### src/rtl/pe_cluster_iact_scheduler.sv
// pe_cluster_iact_scheduler
// Sequences input-activation traffic from three routers through the PE-cluster
// switch. It runs either broadcast passes (one router at a time, switch in
// broadcast mode) or a unicast schedule (all routers counted in parallel).
// Optional watchdog: define PE_CLUSTER_SCHED_TIMEOUT_EN to enable it. Without
// it, timeout_err is tied low.
//
// state   | meaning
// IDLE    | waiting for start, switch in unicast mode
// BCAST   | broadcasting from router out_sel until its streams are complete
// UNICAST | every participating router streams on its own path
// DONE    | one-cycle completion pulse
module pe_cluster_iact_scheduler (
    input  logic       clk,
    input  logic       rst,
    input  logic       start,
    input  logic       cfg_broadcast,
    input  logic [2:0] cfg_router_mask,
    input  logic [7:0] cfg_addr_len,
    input  logic [7:0] cfg_data_len,
    input  logic [2:0] rtr_addr_valid,
    input  logic [2:0] rtr_addr_ready,
    input  logic [2:0] rtr_data_valid,
    input  logic [2:0] rtr_data_ready,
    output logic       iact_data_in_sel,
    output logic [1:0] iact_data_out_sel,
    output logic       busy,
    output logic       done,
    output logic       timeout_err
);

    typedef enum logic [1:0] {S_IDLE, S_BCAST, S_UNICAST, S_DONE} state_t;

    state_t          state_q, state_d;
    logic [2:0]      mask_q;
    logic [7:0]      addr_len_q, data_len_q;
    logic [1:0]      sel_q;
    logic [2:0][7:0] addr_cnt_q, data_cnt_q;

    logic [2:0] fire_a, fire_d;
    logic [2:0] active, addr_inc, data_inc, addr_ok, data_ok, rtr_done;
    logic       pass_done, has_next, wdog_trip;
    logic [1:0] next_sel, first_sel;

    assign fire_a    = rtr_addr_valid & rtr_addr_ready;
    assign fire_d    = rtr_data_valid & rtr_data_ready;
    assign first_sel = cfg_router_mask[0] ? 2'd0 : (cfg_router_mask[1] ? 2'd1 : 2'd2);

    // Per-router counting qualifiers; counters saturate at the latched length.
    always_comb begin
        for (int k = 0; k < 3; k++) begin
            active[k]   = (state_q == S_UNICAST && mask_q[k]) ||
                          (state_q == S_BCAST && sel_q == 2'(k));
            addr_inc[k] = active[k] && fire_a[k] && (addr_cnt_q[k] != addr_len_q);
            data_inc[k] = active[k] && fire_d[k] && (data_cnt_q[k] != data_len_q);
            addr_ok[k]  = (addr_cnt_q[k] == addr_len_q) ||
                          (addr_inc[k] && (addr_cnt_q[k] + 8'd1) == addr_len_q);
            data_ok[k]  = (data_cnt_q[k] == data_len_q) ||
                          (data_inc[k] && (data_cnt_q[k] + 8'd1) == data_len_q);
            rtr_done[k] = !mask_q[k] || (addr_ok[k] && data_ok[k]);
        end
    end

    assign pass_done = addr_ok[sel_q] && data_ok[sel_q];

    // Next broadcast source: the next higher participating router, if any.
    always_comb begin
        has_next = 1'b0;
        next_sel = sel_q;
        case (sel_q)
            2'd0: begin
                if (mask_q[1]) begin
                    has_next = 1'b1;
                    next_sel = 2'd1;
                end else if (mask_q[2]) begin
                    has_next = 1'b1;
                    next_sel = 2'd2;
                end
            end
            2'd1: begin
                if (mask_q[2]) begin
                    has_next = 1'b1;
                    next_sel = 2'd2;
                end
            end
            default: ;
        endcase
    end

`ifdef PE_CLUSTER_SCHED_TIMEOUT_EN
    logic [9:0] idle_cnt_q;
    logic       tout_q;
    logic       any_counted;

    assign any_counted = |{addr_inc, data_inc};
    assign wdog_trip   = (state_q == S_BCAST || state_q == S_UNICAST) &&
                         (idle_cnt_q == 10'd1023) && !any_counted;
    assign timeout_err = tout_q;

    // Watchdog: counts busy cycles without progress; flag held until next start.
    always_ff @(posedge clk) begin
        if (rst) begin
            idle_cnt_q <= '0;
            tout_q     <= 1'b0;
        end else if (state_q == S_IDLE) begin
            idle_cnt_q <= '0;
            if (start) tout_q <= 1'b0;
        end else if (state_q == S_BCAST || state_q == S_UNICAST) begin
            if (wdog_trip) begin
                tout_q     <= 1'b1;
                idle_cnt_q <= '0;
            end else if (any_counted) begin
                idle_cnt_q <= '0;
            end else begin
                idle_cnt_q <= idle_cnt_q + 10'd1;
            end
        end
    end
`else
    assign wdog_trip   = 1'b0;
    assign timeout_err = 1'b0;
`endif

    // State register.
    always_ff @(posedge clk) begin
        if (rst) state_q <= S_IDLE;
        else     state_q <= state_d;
    end

    // Next-state decode.
    always_comb begin
        state_d = state_q;
        case (state_q)
            S_IDLE: begin
                if (start) begin
                    if (!cfg_broadcast)             state_d = S_UNICAST;
                    else if (cfg_router_mask != '0) state_d = S_BCAST;
                    else                            state_d = S_DONE;
                end
            end
            S_BCAST: begin
                if (pass_done)      state_d = has_next ? S_BCAST : S_DONE;
                else if (wdog_trip) state_d = S_DONE;
            end
            S_UNICAST: begin
                if (&rtr_done || wdog_trip) state_d = S_DONE;
            end
            default: state_d = S_IDLE;
        endcase
    end

    // Moore outputs decoded from registered state and source select.
    always_comb begin
        busy              = (state_q == S_BCAST) || (state_q == S_UNICAST);
        done              = (state_q == S_DONE);
        iact_data_in_sel  = (state_q == S_BCAST);
        iact_data_out_sel = (state_q == S_BCAST) ? sel_q : 2'd0;
    end

    // Config capture, source select and transfer counters.
    always_ff @(posedge clk) begin
        if (rst) begin
            mask_q     <= '0;
            addr_len_q <= '0;
            data_len_q <= '0;
            sel_q      <= '0;
            addr_cnt_q <= '0;
            data_cnt_q <= '0;
        end else begin
            case (state_q)
                S_IDLE: begin
                    if (start) begin
                        mask_q     <= cfg_router_mask;
                        addr_len_q <= cfg_addr_len;
                        data_len_q <= cfg_data_len;
                        sel_q      <= first_sel;
                        addr_cnt_q <= '0;
                        data_cnt_q <= '0;
                    end
                end
                S_BCAST, S_UNICAST: begin
                    if (state_q == S_BCAST && pass_done) begin
                        addr_cnt_q <= '0;
                        data_cnt_q <= '0;
                        if (has_next) sel_q <= next_sel;
                    end else begin
                        for (int k = 0; k < 3; k++) begin
                            if (addr_inc[k]) addr_cnt_q[k] <= addr_cnt_q[k] + 8'd1;
                            if (data_inc[k]) data_cnt_q[k] <= data_cnt_q[k] + 8'd1;
                        end
                    end
                end
                default: ;
            endcase
        end
    end

endmodule
### config.mk
export PLATFORM = sky130hd
export DESIGN_NAME = pe_cluster_iact_scheduler
export DESIGN_NICKNAME = d
export VERILOG_FILES = /design/src/rtl/pe_cluster_iact_scheduler.sv
export SDC_FILE = /design/constraint.sdc
export NUM_CORES = 1
export LEC_CHECK = 0
export CAP_MARGIN = 15
export CELL_PAD_IN_SITES_DETAIL_PLACEMENT = 1
export CELL_PAD_IN_SITES_GLOBAL_PLACEMENT = 1
export CORE_MARGIN = 5
export CORE_UTILIZATION = 47
export CTS_BUF_LIST = sky130_fd_sc_hd__clkbuf_16
export CTS_CLUSTER_SIZE = 40
export DETAILED_ROUTE_END_ITERATION = 8
export PLACE_DENSITY_LB_ADDON = 0.1
export SKIP_LAST_GASP = 1
export SLEW_MARGIN = 20
export SYNTH_ARGS = -nofsm -noshare
export SYNTH_HDL_FRONTEND = slang
export SYNTH_SLANG_ARGS = --single-unit
### constraint.sdc
create_clock -name clk -period 4.7 [get_ports clk]
set_clock_uncertainty 0.15 [all_clocks]
set_input_delay 0.94 -clock clk [delete_from_list [all_inputs] [get_ports clk]]
set_output_delay 0.94 -clock clk [all_outputs]
set_load 0.005 [all_outputs]
### Yosys cells after proc, flatten, opt, wreduce, memory -nomap -nowiden

Index checks and enable logic that the tools add are counted.

* bits in registers: 71
* bits of input ports: 35
* output and inout port bits: 6
* logic and storage cells: 150

* add/subtract/negate cells: 6
* order comparisons: 1
* eq/ne operators: 35
* muxes and demuxes: 35
* bitwise logic cells: 2
* reductions and logical operators: 60

Operators by type and width (count)
* equality test 8 bit: 12
* case mux 24 bit (2 select lines): 2
* 2-to-1 mux 24 bit: 3
* adder 8 x 1 -> 8 bit (second input constant): 6
* 2-to-1 mux 8 bit: 6
* != test 8 bit: 6
* logical AND 1 bit: 29
* 2-to-1 mux 2 bit: 14
* AND reduction 3 bit: 8
* != test 3 bit (second input constant): 7
* logical OR 1 bit: 13
* != test 2 bit (second input constant): 4
* case mux 2 bit (2 select lines): 2
* AND 3 bit: 2
* equality test 2 bit (second input constant): 3
* case mux 2 bit (3 select lines): 1
* AND reduction 5 bit: 1
* binary-select mux 1 bit (select 2 bit): 2
* equality test 2 x 1 -> 1 bit (second input constant): 2
* logical NOT 2 bit: 2
* 2-to-1 mux 1 bit: 4
* logical NOT 1 bit: 3
* < comparator 2 x 3 -> 1 bit (second input constant): 1
* nonzero test 3 bit: 1
* other kinds (5): 5

### Logic depth before layout (Yosys ltp)

Gate-level depths: netlist of run 1.

* word-level depth: 13
* gate-level depth with buffers: 13
* depth with buffers taken out: 11

### Worst setup path after synthesis of run 1

Ideal clock, no wire load.

* kind: input -> register
* from: input rtr_data_valid[2]
* to: register data_cnt_q[21] (netlist bit)
* library setup time: 0.117 ns
* arrival: 2.772 ns
* data required time: 4.433 ns
* slack: 1.661 ns
* cell stages on the path: 10
* buffers on the path: 1
* cell sequence: nand2_1 -> a21oi_1 -> nand4_1 -> or3_1 -> o31a_1 -> nor4b_4 -> a2111oi_4 -> buf_6 -> a31o_1 -> a22o_1

* cells in the longest elaborated chain, start to end: 11
* elaborated cells between the ends (all ways): 13
* classes of those cells: eq/ne: 1; mux: 4; bitwise: 1; reduce/logical: 7

RTL lines
* start, declared: RTL line 23 `input logic [2:0] rtr_data_valid,`
* AND 3 bit (*): RTL line 46 `assign fire_d = rtr_data_valid & rtr_data_ready;`
* logical AND 1 bit (*) (2 in series): RTL line 55 `data_inc[k] = active[k] && fire_d[k] && (data_cnt_q[k] != data_len_q);`
* logical AND 1 bit: RTL line 59 `(data_inc[k] && (data_cnt_q[k] + 8'd1) == data_len_q);`
* logical OR 1 bit: RTL line 58 `data_ok[k] = (data_cnt_q[k] == data_len_q) ||`
* binary-select mux 1 bit (select 2 bit): RTL line 64 `assign pass_done = addr_ok[sel_q] && data_ok[sel_q];`
* 2-to-1 mux 1 bit (not written as such): RTL line 64
* logical AND 1 bit: RTL line 64
* logical AND 1 bit: RTL line 182 `if (state_q == S_BCAST && pass_done) begin`
* != test 3 bit (no line) or 2-to-1 mux 24 bit (tied branches)
* AND reduction 3 bit (no line) or case mux 24 bit (2 select lines) (tied branches)
* end signal, assigned by index: RTL line 189 `if (data_inc[k]) data_cnt_q[k] <= data_cnt_q[k] + 8'd1;`
* end, declared: RTL line 38 `logic [2:0][7:0] addr_cnt_q, data_cnt_q;`

Mark *: on every way between the ends. The rest lies on a longest branch, timed or not. The select of a mux whose other input is x is not followed.
A chain may end at the register's enable or synchronous reset.

### Worst setup path in the final report of run 1

* from: register addr_cnt_q[0] (netlist bit)
* to: register sel_q[0]

* cells in the longest elaborated chain, start to end: 10
* elaborated cells between the ends (all ways): 13
* classes of those cells: add/sub: 1; eq/ne: 4; mux: 2; reduce/logical: 6

RTL lines
* start, declared: RTL line 38
* start signal, assigned by index: RTL line 188 `if (addr_inc[k]) addr_cnt_q[k] <= addr_cnt_q[k] + 8'd1;`
* adder 8 x 1 -> 8 bit or != test 8 bit (tied branches): RTL line 57, 54
* equality test 8 bit or logical AND 1 bit (tied branches): RTL line 57, 54
* logical AND 1 bit: RTL line 57 `(addr_inc[k] && (addr_cnt_q[k] + 8'd1) == addr_len_q);`
* logical OR 1 bit (*): RTL line 56 `addr_ok[k] = (addr_cnt_q[k] == addr_len_q) ||`
* binary-select mux 1 bit (select 2 bit) (*): RTL line 64
* 2-to-1 mux 1 bit (not written as such) (*): RTL line 64
* logical AND 1 bit (*): RTL line 64
* logical AND 1 bit (*): RTL line 182
* != test 2 bit (no line) (*)
* AND reduction 5 bit (no line) (*)
* end signal, assigned: RTL line 176 `sel_q <= first_sel;`
* end signal, assigned: RTL line 185 `if (has_next) sel_q <= next_sel;`
* end, declared: RTL line 37 `logic [1:0] sel_q;`

Marks and branches as above.

==> impl_metrics.tcl, run 1 <==
set metrics [dict create \
    yosysSeqAreaShare_pct 25.4 \
    worstPathRequired_ns 4.80 \
    setup_viol 0 \
    postCtsSetupRepairBufs 0 \
    tns_ns 0 \
    netlist_instances 772 \
    htreeDepth 3 \
    post-route-util_pct 53.8 \
    die_x_microns 119 \
    synth_nets 817 \
    final_cells 912 \
    status "complete, no violations" \
    critPathKind "reg2reg" \
    grt_start_max_net_pins 67 \
    die_h_microns 119 \
    synth_edf_count 0 \
    start_util_pct 48.5 \
    vias 5796 \
    ctsResizeCount 0 \
    grt_pass1_wl_mm 30.3 \
    finalHoldViolCount 0 \
    finalCritPeriodShare_pct 81.0 \
    relSlewSlack_pct 37.5 \
    holdBufCountCts 0 \
    p_leak_nw 2.18 \
    drive_above_1_share_pct 4.55 \
    final_max_slew_viol_count 0 \
    fp-row-count 39 \
    cts_max_path_buffers 2 \
    worst_slew_pin_slew_ns 0.934 \
    wl_per_cell_microns 20.4 \
    grt_pass1_vias 5909 \
    grt_overflow_total 0 \
    nets 809 \
    drtIter0Drc 352 \
    cp.arrival_ns 3.91 \
    io_pins 41 \
    cts_root_buffer "clkbuf_16" \
    max_freq_ghz 0.263 \
    synth_top_area_share_pct 25.4 \
    rsz0062_at_grt "no" \
    ant_nets 0 \
    port-buffer-count 39 \
    grt_antenna_before_repair 0 \
    synthesis.area_sq_um 5600 \
    remaining_drc_errors 0 \
    total_power_mw 2.39 \
    hold_slack_ns 0.316 \
    synth_top_area_cell "dfxtp_1" \
    area_growth_pct 11.0 \
    cts_sinks 71 \
    grtUsageTotal_pct 26.2 \
    diodes 0 \
    p_per_area_nw_per_um2 385 \
    async_reset_ff_share_pct 0 \
    min_period_ns 3.81 \
    hpwlAfterDp_mm 13.2 \
    synthTopCellsByArea "dfxtp_1 25%, nand2_1 7.7%, xnor2_1 6.4%" \
    clk_latency_ns 0.36 \
    fp.dieArea_sq_um 14200 \
    avgSynthCellArea_sq_um 7.26 \
    ys_ff_latch 71 \
    synthDistinctLibCells 71 \
    synth_top_flop_cell "dfxtp_1" \
    wirelength_mm 18.6 \
    crit_path_start_kind "register" \
    critPathMaxFanout 22 \
    gp_congestion 0.914 \
    synth_common_cells "115 x nand2_1, 71 x dfxtp_1, 51 x a21oi_1" \
    clk_pin_slew_ns 0.06 \
    cts_buffers 9 \
    yosysWarningCount 0 \
    peakVddDrop_uv 228 \
    endpoint_kind "register" \
    dr.pass1.iters 5 \
    coreArea_sq_um 11600 \
    synth_most_common_cell "nand2_1" \
    viasPerCell 6.36 \
    max_cap_viol_count 0 \
    dp_cells 896 \
    cts_tree "done" \
    worstHoldPathType "reg2reg" \
]
==> flip-flops by register name (all words and copies together) (netlist names) <==
name	count
addr_cnt_q	24
mask_q	3
data_cnt_q	24
sel_q	2
data_len_q	8
addr_len_q	8
state_q	2
==> path summary, 6_finish.rpt <==
path,startpoint,to,slack (ns),cells after the start
worst min register to register,mask_q[0]$_SDFFE_PP0P_,mask_q[0]$_SDFFE_PP0P_,0.32,2
worst max-delay path,addr_cnt_q[0]$_SDFFE_PP0P_,sel_q[0]$_SDFFE_PP0P_,0.89,10
worst max register to register,addr_cnt_q[0]$_SDFFE_PP0P_,sel_q[0]$_SDFFE_PP0P_,0.89,10
worst min-delay path,mask_q[0]$_SDFFE_PP0P_,mask_q[0]$_SDFFE_PP0P_,0.32,2
==> logic make-up after synthesis <==
kind of cell    Yosys count  share of synthesized area [%]
compound gates          178                           20.5
xor+xnor                 72                           11.3
fa+ha+maj                10                           2.23
buf+inv                  90                           7.01
flops                    71                           25.4
mux                       3                          0.558
other cells               1                         0.0669
simple gates            347                           33.0
==> report_power, final <==
part | leakage, nW | internal (mW) | switching [mW]
Combinational | 1.47 | 0.326 | 0.610
Clock | 0.140 | 0.406 | 0.298
Sequential | 0.575 | 0.646 | 0.109
==> through the flow <==
| step | area, sq um | setup WS (ns) |
|---|---|---|
| after floorplan | 5600 | 1.66 |
| after global placement | 5930 | 0.799 |
| after detailed placement | 5930 | 0.628 |
| after CTS | 6220 | 0.948 |
| after global routing | 6220 | 0.753 |
| final | 6220 | 0.891 |
==> area by class of cell <==
cell class                 count  area [sq um]
clock inverter                 7          63.8
sequential                    71          1420
tap                          143           179
fill                        1486          5340
clock buffer                   9           225
multi-input combinational    611          3790
inverter                      22          82.6
timing repair buffer          49           460
==> layer usage <==
layer / vias to the layer above / wire, microns / GRT usage (%)
met2: 172 / 9100 / 44.3
met1: 2836 / 8050 / 33.5
li1: 2757 / - / -
met4: 0 / 441 / 10.8
met5: - / 0 / 0
met3: 31 / 995 / 3.60
==> worst max-delay path, cell delays in order, from the launching register on <==
cell       delay [ns]
dfxtp_1          0.48
ha_1             0.41
nand2_1          0.22
or3_1            0.41
nand3_1          0.08
o2111ai_1        0.15
and3_1           0.29
a2111oi_4        0.72
buf_4            0.40
a211oi_2         0.10
o221a_2          0.29
==> cell usage in the layout (no fill, tap or decap), drive strengths merged, types with 22 or more instances in the layout <==
cell / Yosys / final
dfxtp: 71 / 71
a21oi: 51 / 51
nor2: 32 / 32
nand2: 115 / 115
xnor2: 41 / 41
xor2: 31 / 31
nand3: 39 / 39
o21ai: 45 / 45
clkdlybuf4s50: 0 / 38
inv: 22 / 22
nand4: 27 / 27
Power figures use the tool's default switching activity.
==> run 2: changes to the inputs <==
--- a/config.mk
+++ b/config.mk
@@ -9,7 +9,7 @@
 export CELL_PAD_IN_SITES_DETAIL_PLACEMENT = 1
 export CELL_PAD_IN_SITES_GLOBAL_PLACEMENT = 1
 export CORE_MARGIN = 5
-export CORE_UTILIZATION = 47
+export CORE_UTILIZATION = 44
 export CTS_BUF_LIST = sky130_fd_sc_hd__clkbuf_16
 export CTS_CLUSTER_SIZE = 40
 export DETAILED_ROUTE_END_ITERATION = 8
==> constraint.sdc (replaced) <==
create_clock -name clk -period 3.8 [get_ports clk]
set_clock_uncertainty 0.15 [all_clocks]
set_input_delay 0.76 -clock clk [delete_from_list [all_inputs] [get_ports clk]]
set_output_delay 0.76 -clock clk [all_outputs]
set_load 0.005 [all_outputs]
==> run 2 against run 1 <==
Effect of this change:
- routed wire length increased by 4.4%
- die area increased by 6.2%
- combinational power increased by 31%
- highest routed layer unchanged
==> impl_metrics.tcl, run 2 (synthesized netlist as in run 1, its figures left out) <==
set metrics [dict create \
    finalHoldViolCount 0 \
    grtUsageTotal_pct 26.5 \
    grt_pass1_vias 6021 \
    diodes 0 \
    io_pins 41 \
    clk_latency_ns 0.35 \
    finalCritPeriodShare_pct 94.4 \
    rsz0062_at_grt "no" \
    cts_max_path_buffers 2 \
    largest_registers "addr_cnt_q (24), data_cnt_q (24)" \
    port-buffer-count 39 \
    tns_ns 0 \
    critPathKind "in2reg" \
    max_cap_viol_count 0 \
    worst_slew_pin_slew_ns 0.945 \
    grt_start_max_net_pins 51 \
    hold_slack_ns 0.318 \
    cts_tree "done" \
    fillCellCount 1577 \
    mostFrequentLayoutCell "nand2_1" \
    wirelength_mm 19.4 \
    status "complete, no violations" \
    grt_pass1_wl_mm 31.4 \
    viasPerCell 6.12 \
    multi_input_area_sq_um 3790 \
    worstPathRequired_ns 3.89 \
    final.setup.worst_slack_ns 0.213 \
    grt_antenna_before_repair 0 \
    place_area_sq_um 6120 \
    start_util_pct 44.6 \
    cts_sinks 71 \
    final_area_sq_um 6450 \
    setup_viol 0 \
    wl_per_cell_microns 20.2 \
    drive_above_1_share_pct 7.09 \
    htreeDepth 3 \
    p_per_area_nw_per_um2 478 \
    total_power_mw 3.08 \
    crit_path_start_kind "input port" \
    cts_root_buffer "clkbuf_16" \
    final_max_slew_viol_count 0 \
    holdBufCountCts 0 \
    fp.dieArea_sq_um 15100 \
    endpoint_kind "register" \
    min_period_ns 3.59 \
    critPathMaxFanout 10 \
    nets 830 \
    clk_pin_slew_ns 0.06 \
    peakVddDrop_uv 192 \
    die_h_microns 123 \
    coreArea_sq_um 12600 \
    relSlewSlack_pct 37.0 \
    area_growth_pct 15.0 \
    ant_nets 0 \
    grt_overflow_total 0 \
    most-common-layout-cells "115 x nand2_1, 71 x dfxtp_1, 51 x a21oi_1" \
    cts_buffers 9 \
    cp.arrival_ns 3.68 \
    max_freq_ghz 0.279 \
    hpwlAfterDp_mm 13.8 \
    drtIter0Drc 350 \
    seq_area_sq_um 1420 \
    die_x_microns 123 \
    remaining_drc_errors 0 \
    dr.pass1.iters 5 \
    worstHoldPathType "reg2reg" \
    dp_slack_ns -0.0894 \
    p_leak_nw 2.31 \
    fp-row-count 41 \
    gp_congestion 0.941 \
    vias 5887 \
]
==> run 2: metal layers <==
| layer | vias up | GRT usage (%) | part of all wire [%] |
|---|---|---|---|
| met2 | 116 | 45.0 | 49 |
| met3 | 28 | 3.50 | 3.5 |
| met5 | - | 0 | 0 |
| li1 | 2814 | - | - |
| met4 | 0 | 9.94 | 2.1 |
| met1 | 2929 | 34.3 | 46 |
==> run 2: final timing paths <==
kind                                start                     endpoint  slack, ns  cells after the start
setup / recovery        rtr_data_valid[2]  data_cnt_q[11]$_SDFFE_PP0P_       0.21                     12
setup reg to reg  state_q[1]$_SDFFE_PP0P_  data_cnt_q[11]$_SDFFE_PP0P_       0.23                     13
hold / removal     mask_q[0]$_SDFFE_PP0P_       mask_q[0]$_SDFFE_PP0P_       0.32                      2
hold reg to reg    mask_q[0]$_SDFFE_PP0P_       mask_q[0]$_SDFFE_PP0P_       0.32                      2
==> run 2: cell type report <==
class / count / area share [%]
tap: 172 / 3.34
inverter: 22 / 1.28
multi-input combinational: 611 / 58.8
clock buffer: 9 / 3.49
sequential: 71 / 22.0
timing repair buffer: 70 / 9.64
clock inverter: 7 / 1.38
==> run 2: worst max-delay path, stage by stage <==
cell and delay, ns:
clkdlybuf4s50_1 0.46, nand2_1 0.07, a21oi_1 0.24, nand4_1 0.16
or3_1 0.40, o31a_1 0.33, nor4b_4 0.36, a2111oi_4 0.16
buf_6 0.19, o21ai_0 0.29, buf_4 0.21, nor2_1 0.05
==> run 2: what timing repair did <==
item | in CTS | in global routing
gates cloned | 0 | 0
setup buffers | 0 | 0
endpoints found under the setup margin | 5 | 6
hold endpoints to repair | 0 | 0
pin swaps | 1 | 0
resized for setup | 0 | 1
==> run 2: per-stage QoR <==
step	instances	util (%)
floorplan	772	-
global placement	945	48.7
detailed placement	945	48.7
CTS	961	51.2
global route	962	51.3
finish	962	51.3
==> run 2: power by group <==
part	total, mW	internal, mW	leakage, nW	switching (mW)
logic	1.23	0.440	1.57	0.790
registers	0.932	0.799	0.575	0.134
clock network	0.920	0.571	0.160	0.349
==> run 3: changes to the inputs <==
--- a/config.mk
+++ b/config.mk
@@ -9,10 +9,11 @@
 export CELL_PAD_IN_SITES_DETAIL_PLACEMENT = 1
 export CELL_PAD_IN_SITES_GLOBAL_PLACEMENT = 1
 export CORE_MARGIN = 5
-export CORE_UTILIZATION = 44
+export CORE_UTILIZATION = 48
 export CTS_BUF_LIST = sky130_fd_sc_hd__clkbuf_16
 export CTS_CLUSTER_SIZE = 40
 export DETAILED_ROUTE_END_ITERATION = 8
+export DONT_BUFFER_PORTS = 1
 export PLACE_DENSITY_LB_ADDON = 0.1
 export SKIP_LAST_GASP = 1
 export SLEW_MARGIN = 20
==> run 3 against run 2 <==
Effect of this change:
- worst hold slack hardly changed
- sequential power is 0.4% lower
- setup slack better by 0.023 ns
- clock power is 10% lower
- clock-buffer cell count stayed put
- global-route usage is 0.18 points lower
- final area is 8.2% lower
- fmax is 0.63% higher
- total power is 5.4% lower
- combinational power is 6% lower
- largest cell class unchanged
==> impl_metrics.tcl, run 3 (synthesized netlist as in run 1, its figures left out) <==
set metrics [dict create \
    holdBufCountCts 0 \
    ctsResizeCount 0 \
    p_per_area_nw_per_um2 492 \
    finalHoldViolCount 0 \
    htreeDepth 3 \
    min_period_ns 3.56 \
    cp.arrival_ns 3.64 \
    remaining_drc_errors 0 \
    fp-row-count 39 \
    nets 781 \
    wirelength_mm 18.6 \
    max_freq_ghz 0.281 \
    grt_antenna_before_repair 1 \
    slowest_delay_ns 0.43 \
    worstHoldPathType "reg2reg" \
    rsz0062_at_grt "no" \
    area_growth_pct 5.65 \
    hold_slack_ns 0.318 \
    diodes 0 \
    cpLargestDelayFamily "simple AND/OR/NAND/NOR gates" \
    grt_pass1_vias 5864 \
    finalCritPeriodShare_pct 93.8 \
    status "complete, no violations" \
    setup_viol 0 \
    gp_congestion 0.927 \
    largest_registers "addr_cnt_q (24), data_cnt_q (24)" \
    worst_slew_pin_slew_ns 0.838 \
    cp.buffers_inverters 3 \
    critPathMaxFanout 14 \
    port-buffer-count 0 \
    critPathKind "reg2reg" \
    vias 5701 \
    dr.pass1.iters 4 \
    cts_sinks 71 \
    crit_slowest_cell "ha_1" \
    tns_ns 0 \
    cts_buffers 9 \
    crit_chain "inv_1, ha_1, nand3b_1, a21oi_1, nand4_1, or3_1, o31a_1, nor4b_4, a2111oi_4, buf_4, buf_4, a31oi_1, mux2i_1" \
    start_util_pct 49.1 \
    peakVddDrop_uv 388 \
    relSlewSlack_pct 43.8 \
    hpwlAfterDp_mm 13.2 \
    clk_pin_slew_ns 0.07 \
    coreArea_sq_um 11400 \
    most-common-layout-cells "115 x nand2_1, 71 x dfxtp_1, 51 x a21oi_1" \
    grt_overflow_total 0 \
    p_leak_nw 2.09 \
    dp_cells 865 \
    final_cells 884 \
    viasPerCell 6.45 \
    fillCellCount 1459 \
    postCtsSetupRepairBufs 0 \
    wl_per_cell_microns 21.0 \
    max_cap_viol_count 0 \
    cts_root_buffer "clkbuf_16" \
    worstPathRequired_ns 3.87 \
    crit_path_start_kind "register" \
    ff2ff_setup_slack_ns 0.24 \
    grt_start_max_net_pins 68 \
    die_h_microns 118 \
    final_area_sq_um 5920 \
    cts_tree "done" \
    drtIter0Drc 431 \
    mostFrequentLayoutCell "nand2_1" \
    place_area_sq_um 5620 \
    final_max_slew_viol_count 0 \
    drive_above_1_share_pct 6.34 \
    grtUsageTotal_pct 26.4 \
    endpoint_kind "register" \
    grt_pass1_wl_mm 30.2 \
    path_common_cell "buf_4" \
    fp.dieArea_sq_um 13900 \
    cts_max_path_buffers 2 \
    clk_latency_ns 0.35 \
    die_x_microns 118 \
    ant_nets 0 \
    io_pins 41 \
]
==> run 3: changes by cell type in the layout (fill, tap and decap cells not counted), moves of 2 or more <==
| cell | previous run | this run |
|---|---|---|
| clkdlybuf4s50_1 | 38 | 0 |
| clkinv_2 | 0 | 2 |
| bufinv_16 | 2 | 0 |
| inv_6 | 1 | 3 |
| buf_4 | 30 | 20 |
| inv_1 | 24 | 22 |
==> run 3: routing by layer <==
| layer | routed length, microns | global-route usage (%) | up-vias | part of all wire (%) |
|---|---|---|---|---|
| li1 | - | - | 2703 | - |
| met3 | 945 | 4.28 | 50 | 5.1 |
| met1 | 8420 | 34.1 | 2808 | 45 |
| met4 | 620 | 12.3 | 2 | 3.3 |
| met5 | 13 | 0 | - | 0.070 |
| met2 | 8560 | 42.7 | 138 | 46 |
==> run 3: worst min-delay path: stages, from the launching register on <==
cell and delay (ns):
dfxtp_1 0.31, nand2_1 0.05, a21oi_1 0.06
==> run 3: worst paths after layout <==
| kind | from | endpoint | depth (start not counted) |
|---|---|---|---|
| worst max register to register | state_q[1]$_SDFFE_PP0P_ | data_cnt_q[16]$_SDFFE_PP0P_ | 13 |
| worst max-delay path | state_q[1]$_SDFFE_PP0P_ | data_cnt_q[16]$_SDFFE_PP0P_ | 13 |
| worst min-delay path | mask_q[0]$_SDFFE_PP0P_ | mask_q[0]$_SDFFE_PP0P_ | 2 |
| worst min register to register | mask_q[0]$_SDFFE_PP0P_ | mask_q[0]$_SDFFE_PP0P_ | 2 |
==> run 3: final cells by class <==
| cell class | instances | area, sq um | share of cell area, % |
|---|---|---|---|
| clock inverter | 7 | 52.6 | 0.888 |
| inverter | 22 | 82.6 | 1.39 |
| multi-input combinational | 611 | 3790 | 64.0 |
| timing repair buffer | 21 | 170 | 2.87 |
| clock buffer | 9 | 225 | 3.80 |
| sequential | 71 | 1420 | 24.0 |
| tap | 143 | 179 | 3.02 |
==> run 3: power by group <==
part | switching (mW) | total (mW) | leakage [nW] | internal (mW)
Combinational | 0.755 | 1.16 | 1.38 | 0.404
Sequential | 0.130 | 0.928 | 0.575 | 0.798
Clock | 0.380 | 0.828 | 0.137 | 0.448
Total | 1.26 | 2.91 | 2.09 | 1.65
==> run 3: metrics by stage <==
step	setup WS, ns	utilization [%]	power [mW]
6_report	0.236	51.9	2.91
3_5_place_dp	0.186	49.2	2.04
4_1_cts	0.158	51.7	2.87
5_1_grt	0.0256	51.9	3.06
3_3_place_gp	0.364	49.2	2.00
2_1_floorplan	0.774	-	1.70
